$ cat config.mk
export PLATFORM = sky130hd
export DESIGN_NAME = hack_cpu_ctrl
export DESIGN_NICKNAME = d
export VERILOG_FILES = /design/src/rtl/hack_cpu_ctrl.sv
export SDC_FILE = /design/constraint.sdc
export NUM_CORES = 1
export LEC_CHECK = 0
export CAP_MARGIN = 20
export CORE_MARGIN = 5
export CORE_UTILIZATION = 37
export DETAILED_ROUTE_END_ITERATION = 10
export HOLD_SLACK_MARGIN = 0.1
export PLACE_DENSITY_LB_ADDON = 0.08
export RECOVER_POWER = 50
export SYNTH_ARGS = -nofsm -noshare
export SYNTH_HDL_FRONTEND = slang
export SYNTH_SLANG_ARGS = --single-unit
$ cat constraint.sdc
create_clock -name clk -period 2.25 [get_ports clk]
set_input_delay 0.45 -clock clk [delete_from_list [all_inputs] [get_ports clk]]
set_output_delay 0.45 -clock clk [all_outputs]
set_load 0.1 [all_outputs]
$ cat src/rtl/hack_cpu_ctrl.sv
// Hack-ISA control/register unit: decodes one instruction, feeds an external ALU, holds A/D/PC.
// Latency: combinational ALU/memory drive in the fetch cycle; register effects visible after the edge.
// Backpressure: instr_valid=0 stalls; A, D and pc hold and write_m is forced low.
module hack_cpu_ctrl #(
  parameter int WORDSIZE = 16,
  parameter int PC_W     = 15
) (
  input  logic                clk,
  input  logic                rst,
  input  logic [WORDSIZE-1:0] instr,
  input  logic                instr_valid,
  input  logic [WORDSIZE-1:0] in_m,
  input  logic [WORDSIZE-1:0] alu_out,
  output logic [WORDSIZE-1:0] alu_x,
  output logic [WORDSIZE-1:0] alu_y,
  output logic                zx,
  output logic                nx,
  output logic                zy,
  output logic                ny,
  output logic                f,
  output logic                no,
  output logic [WORDSIZE-1:0] out_m,
  output logic                write_m,
  output logic [PC_W-1:0]     address_m,
  output logic [PC_W-1:0]     pc,
  output logic [WORDSIZE-1:0] d_reg
);

  localparam logic [PC_W-1:0] PC_ONE = PC_W'(1);

  logic [WORDSIZE-1:0] a_reg;

  // Instruction fields; bits [14:13] of a C-instruction carry no meaning.
  logic       is_c;
  logic       a_sel;
  logic [2:0] dest;
  logic [2:0] jump;
  logic       zero;
  logic       neg;
  logic       take;
  logic [PC_W-1:0] pc_inc;

  assign is_c   = instr[WORDSIZE-1];
  assign a_sel  = instr[12];
  assign dest   = instr[5:3];
  assign jump   = instr[2:0];
  assign pc_inc = pc + PC_ONE;

  // Drive ALU operands/controls and derive jump condition from the ALU result.
  always_comb begin
    alu_x = d_reg;
    alu_y = a_reg;
    zx    = 1'b0;
    nx    = 1'b0;
    zy    = 1'b0;
    ny    = 1'b0;
    f     = 1'b0;
    no    = 1'b0;
    if (is_c) begin
      alu_y = a_sel ? in_m : a_reg;
      zx    = instr[11];
      nx    = instr[10];
      zy    = instr[9];
      ny    = instr[8];
      f     = instr[7];
      no    = instr[6];
    end
    zero = (alu_out == '0);
    neg  = alu_out[WORDSIZE-1];
    take = is_c & ((jump[2] & neg) | (jump[1] & zero) | (jump[0] & ~neg & ~zero));
  end

  // Memory side is same-cycle; address uses A before this instruction's update.
  assign out_m     = alu_out;
  assign address_m = a_reg[PC_W-1:0];
  assign write_m   = instr_valid & is_c & dest[0] & ~rst;

  // Register update: jump target is the old A, A/D both capture the same alu_out.
  always_ff @(posedge clk or posedge rst) begin
    if (rst) begin
      a_reg <= '0;
      d_reg <= '0;
      pc    <= '0;
    end else if (instr_valid) begin
      if (!is_c) begin
        a_reg <= {1'b0, instr[WORDSIZE-2:0]};
        pc    <= pc_inc;
      end else begin
        if (dest[2]) a_reg <= alu_out;
        if (dest[1]) d_reg <= alu_out;
        pc <= take ? a_reg[PC_W-1:0] : pc_inc;
      end
    end
  end

endmodule

## After elaboration in Yosys (flattened, before gate mapping)

Index checks and enable logic that the tools add are counted.

- Reductions and logical operators: 3
- Bitwise operators: 13
- Equality and inequality tests: 1
- Add/sub/neg operators: 1
- Mux-type cells: 12

Operators with widths:

| kind | number |
|---|---|
| $mux 16 | 4 |
| $mux 15 | 2 |
| $logic_not 16->1 | 1 |
| $add 15x1->15 const B | 1 |
| $and 1x1->1 | 8 |
| $mux 1 | 6 |
| $not 1->1 | 3 |
| $reduce_and 3->1 | 1 |
| $ne 2x2->1 const B | 1 |
| $or 1x1->1 | 2 |
| $reduce_and 2->1 | 1 |

- Input bits: 51
- Logic and storage cells: 33
- Register bits: 47

## Depth between registers and ports, before layout

Gate-level depths: netlist of the first run.

- Word-level depth: 7
- Gate-level depth with buffers: 7
- Depth with buffers taken out: 6

## Least setup slack after synthesis of the first run

No wires, ideal clock.

- Kind: input to output
- Start point: in rst
- End point: out write_m
- Required time: 1800 ps
- Path buffers: 0
- Arrival time: 2403 ps
- Cell stages on the path: 2
- Slack: -603 ps
- Cells stage by stage: inv_1 > and4_1

- Cells in the longest elaborated chain, start to end: 2

Ends and longest elaborated chain:

| what | RTL line | source |
|---|---|---|
| from (decl) | 9 | `input logic rst,` |
| $not 1->1 | 76 | `assign write_m = instr_valid & is_c & dest[0] & ~rst;` |
| $and 1x1->1 | 76 |  |
| to (decl) | 23 | `output logic write_m,` |

Every way passes these cells.

## Worst setup path after layout of the first run

- Start point: in alu_out[11]
- End point: reg pc[4]

- Cells in the longest elaborated chain, start to end: 7
- Elaborated cells between the ends (all ways): 9

Ends and longest elaborated chain:

| what | RTL line | source |
|---|---|---|
| from (decl) | 13 | `input logic [WORDSIZE-1:0] alu_out,` |
| $logic_not 16->1 (*) | 68 | `zero = (alu_out == '0);` |
| $and 1x1->1 or $not 1->1 (tied branches) | 70 | `take = is_c & ((jump[2] & neg) \| (jump[1] & zero) \| (jump[0] & ~neg & ~zero));` |
| $or 1x1->1 or $and 1x1->1 (tied branches) | 70 |  |
| $or 1x1->1 (*) | 70 |  |
| $and 1x1->1 (*) | 70 |  |
| $mux 15 (*) | 91 | `pc <= take ? a_reg[PC_W-1:0] : pc_inc;` |
| $mux 15 (*) | 85 | `if (!is_c) begin` |
| to (signal assigned) | 87 | `pc <= pc_inc;` |
| to (signal assigned) | 91 |  |
| to (decl) | 25 | `output logic [PC_W-1:0] pc,` |

Mark *: on every way between the ends. The rest lies on a longest branch, timed or not.
A chain may end at the register's enable or synchronous reset.

==> results of run 1 <==
-- Yosys cell counts --
library cell / count
a2111o_1: 1
a22oi_1: 8
a311o_1: 7
a311oi_1: 1
a31oi_1: 4
a41o_1: 2
a41oi_1: 1
and2_1: 8
and3_1: 6
and4_1: 1
buf_2: 6
buf_4: 47
buf_6: 1
clkbuf_1: 10
dfrtp_1: 47
ha_1: 1
inv_1: 7
mux2_2: 32
mux2i_1: 14
nand2_1: 34
nand2b_1: 1
nand3_1: 7
nand4_1: 3
nor2_1: 3
nor2_2: 1
nor2b_1: 9
nor3_1: 2
nor4_1: 1
nor4_2: 4
nor4b_1: 1
o211a_2: 1
o211ai_1: 2
o211ai_2: 1
o21ai_0: 21
o221ai_1: 3
o22ai_1: 2
o2bb2ai_1: 1
o311a_1: 1
o311ai_0: 1
o31ai_1: 1
or2_2: 1
or3_1: 6
or4_1: 1
-- critical path, stage by stage --
cell and delay (ns):
clkdlybuf4s50_1 0.46, nor4_4 0.33, a41o_1 0.29, o211a_2 0.28, nor2_2 0.07, buf_12 0.15
a311o_1 0.34
-- stage by stage --
step / utilization / total power [mW]
2_1_floorplan: - / 3.83
3_3_place_gp: 0.597 / 4.62
3_5_place_dp: 0.597 / 4.65
4_1_cts: 0.610 / 5.15
5_1_grt: 0.594 / 5.20
6_report: 0.594 / 5.00
-- per-layer routing --
metal,vias up,global-route usage,wire length [µm]
met3,10,0.0519,845
li1,1358,-,-
met4,0,0.0352,102
met5,-,0,0
met1,1356,0.257,3920
met2,123,0.321,4750
-- cell type report --
class	instances	area, µm²
well taps	105	131
fillers	729	3300
flip-flops and latches	47	1180
inverters	7	30.0
multi-input cells	194	1460
clock buffers	7	76.3
repair buffers	195	1960
-- timing repair --
action	CTS	global route
pin swaps	2	2
setup endpoints to repair	15	11
setup buffers	1	0
resized for setup	3	4
-- placed cells by master (no fill, tap or decap), types with 2 or more instances in the layout --
cell              n
dfrtp_2           2
dlygate4sd2_1     2
clkbuf_2         48
and2_1            8
o211ai_1          2
nand4_1           3
o21ai_0          20
mux2i_1          14
nor3_1            2
nor2_1            3
and3_1            6
nor2b_1           9
clkdlybuf4s50_1  46
nand2_1          34
or3_1             6
clkbuf_8          5
o221ai_1          3
a22oi_1           8
mux2_2           32
buf_12           39
clkbuf_1          2
nand3_1           7
nor4_4            3
o22ai_1           2
buf_4            58
a41o_1            2
a311o_1           7
inv_1             6
a31oi_1           4
dfrtp_1          45
-- cell families (layout without fill, tap and decap cells) --
family	count (synthesis)	count (layout)
and+or+nand+nor	89	89
buffers and inverters	71	209
AOI/OAI and AO/OA	58	58
DFF	47	47
muxes	46	46
adders and majority gates	1	1
-- how the worst max path moves through the flow --
| stage | from | end | slack, ns | depth (start not counted) |
|---|---|---|---|---|
| final | alu_out[11] | pc[4] | 0.05 | 7 |
| after global routing | alu_out[12] | pc[3] | 0.00004 | 7 |
| after CTS | alu_out[8] | pc[14] | 0.004 | 9 |
| after detailed placement | alu_out[6] | pc[4] | -0.48 | 7 |
| after global placement | alu_out[6] | pc[14] | -0.42 | 8 |
| after floorplan | rst | write_m | -0.02 | 2 |
-- where the power goes --
group	internal, mW	switching (mW)	total [mW]
Clock	0.214	0.262	0.476
Sequential	1.01	0.200	1.21
Combinational	0.779	2.53	3.31
Total	2.00	3.00	5.00
==> out/qor.txt, run 1 <==
======================================================================================================
Result of the run                                                                         finished clean
Global router's overall resource usage                                                           0.194
Maxcap violations                                                                                    0
Detailed-placement wirelength estimate                                                         7890 µm
Post-synthesis share of cell area spent on and, or, nand and nor gates                           0.159
Number of inserted diodes                                                                            0
Final wirelength                                                                               9620 µm
Worst Slack Setup Final                                                                      0.0533 ns
Adder-Cell Fraction of Synth Area                                                              0.00410
Leftover overflow at the end of global routing                                                       0
Measured slew at the worst slew-check pin                                                      1.20 ns
Average wire per cell in the routed design                                                     17.3 µm
Maximum fanout along the worst path                                                                  8
Largest family of logic cells by synthesized area                                         multiplexers
Hold Crit Depth                                                                                      1
Setup TNS after final layout                                                                      0 ns
Hold_buf cts                                                                                         0
Post-layout minimum cycle time                                                                 2.20 ns
Cell at the root of the clock tree                                                            clkbuf_8
Clk sinks                                                                                           47
Synth area leaders                                                                        dfrtp_1 (39%), mux2_2 (12%), buf_4 (12%), mux2i_1 (4.6%), nand2_1 (4.2%)
TritonCTS clock tree                                                                             built
Number of setup violations in the final report                                                       0
Number of primary I/O pins                                                                         152
Die area                                                                                     10200 µm²
Max-slew violations                                                                                  0
Post-route antenna net violation count                                                               0
WHS Endpoint                                                                                 a_reg[15]
Clock transition at the register clock pins on the worst setup and hold paths after CTS        0.08 ns
CP Data Arrival Time                                                                           2.37 ns
Die extent in x                                                                                 101 µm
Placed instance area                                                                          4860 µm²
Fraction of synthesized cell area taken by the top area cell type                                0.385
Net count of the mapped netlist                                                                    364
Routability cong.                                                                                0.798
Core Footprint                                                                                8130 µm²
Crit path capture type                                                                            flop
Wire length of the first global-routing pass                                                  15500 µm
Number of global-route vias before repair                                                         2944
Total standard cell area after synthesis                                                      3050 µm²
Starting utilization of the core area                                                            0.375
RSZ-0062 raised after global routing                                                              true
Register bit total from synthesis                                                                   47
Number of buffers inserted during clock tree synthesis                                               5
Worst Setup Path Type                                                                        in -> reg
Sequential-to-total area share from yosys stat                                                   0.385
Final clock skew                                                                            0.00430 ns
Cell type with the highest aggregate area in the netlist                                       dfrtp_1
Yosys warns                                                                                          0
Tightest slew margin relative to the limit                                                       0.203
Violation count after the first detailed-routing iteration                                         117
Worst hold slack across all endpoints                                                         0.527 ns
Pin count of the biggest net entering global routing                                                48
Layout cells sized above 1                                                                       0.433
Via density                                                                                       5.13
Final Net Count                                                                                    502
DR DRC count                                                                                         0
Power density over the cells                                                               1030 nW/µm²
Growth of design area from synthesis to finish                                                   58.3%
Number of search-and-repair iterations in the first detailed-routing pass                            4
Synth Area in XOR/XNOR                                                                               0
# port buffers                                                                                     151
Number of buffers on the longest clock path                                                          2
Setup crit start kind                                                                       input port
Worst slack, placed                                                                          -0.482 ns
LEAKAGE                                                                                        2.21 nW
Clk Latency, worst-skew pair                                                                   0.29 ns
Share of the synthesized area in compound gates (AO/OA/AOI/OAI)                                  0.138
Site Rows                                                                                           33
Multiplexer share of the synthesized area                                                        0.164
Critical hold path startpoint                                                                a_reg[15]
Finished Layout Cells                                                                              555
RR Endpoint                                                                                     pc[14]
FF-to-FF setup slack                                                                           0.48 ns
Total number of H-tree levels                                                                        2
Unique cell type count in the Yosys netlist                                                         43
Final critical-path share of the clock period                                                    0.976
Reg2reg path depth                                                                                   6
Start of the worst register-to-register path                                                     pc[0]
Peak ir drop on the vdd network                                                                 658 µV
Placed cell count                                                                                  547
Final Hold Vio Count                                                                                 0
Worst hold path class                                                                       reg -> reg
Cell area after layout                                                                        4830 µm²
Number of vias in the routed layout                                                               2847
Initial antenna violation count                                                                      0
Overall die height                                                                              101 µm
Data required time of the critical path                                                        2.43 ns
Per-instance average area after synthesis                                                     9.78 µm²
F_max                                                                                          455 MHz
Post-Synthesis Cells                                                                               312
======================================================================================================
No activity file was read; power rests on OpenSTA's default activity.
==> run 2: changes to the inputs <==
- CTS_CLUSTER_SIZE: not set -> 20
==> results of run 2 <==
No change in the layout: final DEF, timing and power equal those of run 1.
==> RTL edit: new RTL, settings of run 2 <==
Put a register stage on the output `alu_y`, cleared by the reset. The value now appears one clock later. The other outputs are not delayed to match.
--- a/src/rtl/hack_cpu_ctrl.sv
+++ b/src/rtl/hack_cpu_ctrl.sv
@@ -28,6 +28,8 @@
 
   localparam logic [PC_W-1:0] PC_ONE = PC_W'(1);
 
+  logic [WORDSIZE-1:0] alu_y_d;
+
   logic [WORDSIZE-1:0] a_reg;
 
   // Instruction fields; bits [14:13] of a C-instruction carry no meaning.
@@ -49,7 +51,7 @@
   // Drive ALU operands/controls and derive jump condition from the ALU result.
   always_comb begin
     alu_x = d_reg;
-    alu_y = a_reg;
+    alu_y_d = a_reg;
     zx    = 1'b0;
     nx    = 1'b0;
     zy    = 1'b0;
@@ -57,7 +59,7 @@
     f     = 1'b0;
     no    = 1'b0;
     if (is_c) begin
-      alu_y = a_sel ? in_m : a_reg;
+      alu_y_d = a_sel ? in_m : a_reg;
       zx    = instr[11];
       nx    = instr[10];
       zy    = instr[9];
@@ -93,5 +95,13 @@
     end
   end
 
+  always_ff @(posedge clk or posedge rst) begin
+    if (rst) begin
+      alu_y <= '0;
+    end else begin
+      alu_y <= alu_y_d;
+    end
+  end
+
 endmodule
 
Behaviour: not the same (a bounded check fails within 4 cycles, from zero or initial values and one cycle with rst high).
==> RTL edit against run 2 <==
  * Synthesized area increased by 9.8%
  * Non-clock buffer count decreased by 10
  * Count of clock-buffer cells in the layout increased by 3
  * Clock power increased by 130%
  * Sequential cell count increased by 16
  * Total power increased by 17%
  * Wire length decreased by 1.4%
  * Worst setup slack improved by 53 ps
  * Design area increased by 4.1%
  * First-iteration DRC count decreased by 20%
  * Clock skew increased by 3.4 ps
  * Synthesized cell count increased by 0.32%
==> RTL edit: results (changes against run 2) <==
Yosys
  • Syn Nets: 365 (+0.27%)
  • Synth top cells by count: dfrtp_1 (63), buf_4 (47), mux2_2 (33)

Place
  • Placed insts: 544 (-0.55%)
  • GPL Wtd Cong: 0.797 (-0.15%)

Setup path
  • Critical path origin: instr[15]
  • R2r setup slk: 460 ps (-20 ps)
  • CP peak stage delay: 590 ps (+130 ps)
  • Worst path slowest cell: dlygate4sd3_1
  • Max FO, Critical Path: 15 (+7)
  • CP arrival: 1690 ps (-680 ps)
  • CP delay by family, top: buffers and inverters

Route
  • Wire per inst: 16.9 um (-2.4%)
  • Initial drt markers: 94 (-20%)
  • Via density: 4.90 (-4.4%)
  • Vias: 2750 (-3.4%)

Global route
  • First-pass GRT wire length: 15500 um (-0.22%)
  • Largest net degree at the start of global routing: 64 (+33%)
  • Number of global-route vias before repair: 2941 (-0.10%)

Layout
  • Share of layout cells above drive strength 1: 0.424 (-0.00949)
  • Fillcell total: 794 (+8.9%)
  • Nets: 500 (-0.40%)

Run status
  • Outcome: completed

Power and ir drop
  • Static leakage: 2.41 nW (+9.2%)
  • Sw frac: 0.551 (-0.0482)

Clock network
  • TritonCTS Buffers: 9 (+4)
  • Clock Latency Late Sink: 340 ps (+50 ps)

Worst hold path
  • WHS Endpoint: alu_x[2]

STA
  • Slew HR: 0.413 (+0.210)
  • Final hold slack: 532 ps (+5.60 ps)
## RTL edit: power by group through the flow
stage                     Combinational [W]  Clock [W]  Sequential [W]
final                               0.00321    0.00109         0.00156
after global routing                0.00332    0.00117         0.00160
after CTS                           0.00332    0.00112         0.00157
after detailed placement            0.00331          0         0.00159
after global placement              0.00330          0         0.00158
after floorplan                     0.00138          0         0.00283
## RTL edit: repair_timing
action / in CTS / in global routing
resized for setup: 0 / 5
setup buffers: 0 / 1
endpoints found under the setup margin: 0 / 14
## RTL edit: final cells by class
cell class	count	area share
sequential	63	0.313
multi-input combinational	179	0.266
inverter	10	0.00821
clock inverter	6	0.0169
timing repair buffer	185	0.344
clock buffer	10	0.0254
tap	108	0.0269
## RTL edit: cell families after synthesis
logic type      after synthesis  share of synthesized area
mux                          57                      0.184
simple gates                 76                      0.113
fa+ha+maj                     1                    0.00373
buf+inv                      71                      0.137
flops                        63                      0.470
compound gates               45                     0.0915
## RTL edit: metrics by stage
stage / worst slack [ps] / util / area (um^2) / TNS (ps)
global route: -6.43 / 0.574 / 5030 / -10.8
global placement: -320 / 0.560 / 4910 / -3740
finish: 106 / 0.574 / 5030 / 0
floorplan: -116 / - / 3360 / -116
detailed placement: -363 / 0.560 / 4910 / -4380
CTS: 4.08 / 0.584 / 5120 / 0
## RTL edit: how the worst max path moves through the flow
stage	end	slack [ps]	cells after the start
6_report	no	110	4
5_1_grt	pc[2]	-6	9
4_1_cts	pc[5]	4	7
3_5_place_dp	pc[5]	-360	7
3_3_place_gp	pc[5]	-320	7
2_1_floorplan	write_m	-120	2
## RTL edit: per-layer routing
layer / GRT usage / share of wire
met4: 0.0630 / 0.014
met3: 0.0660 / 0.094
met5: 0 / 0
met1: 0.216 / 0.42
met2: 0.286 / 0.47
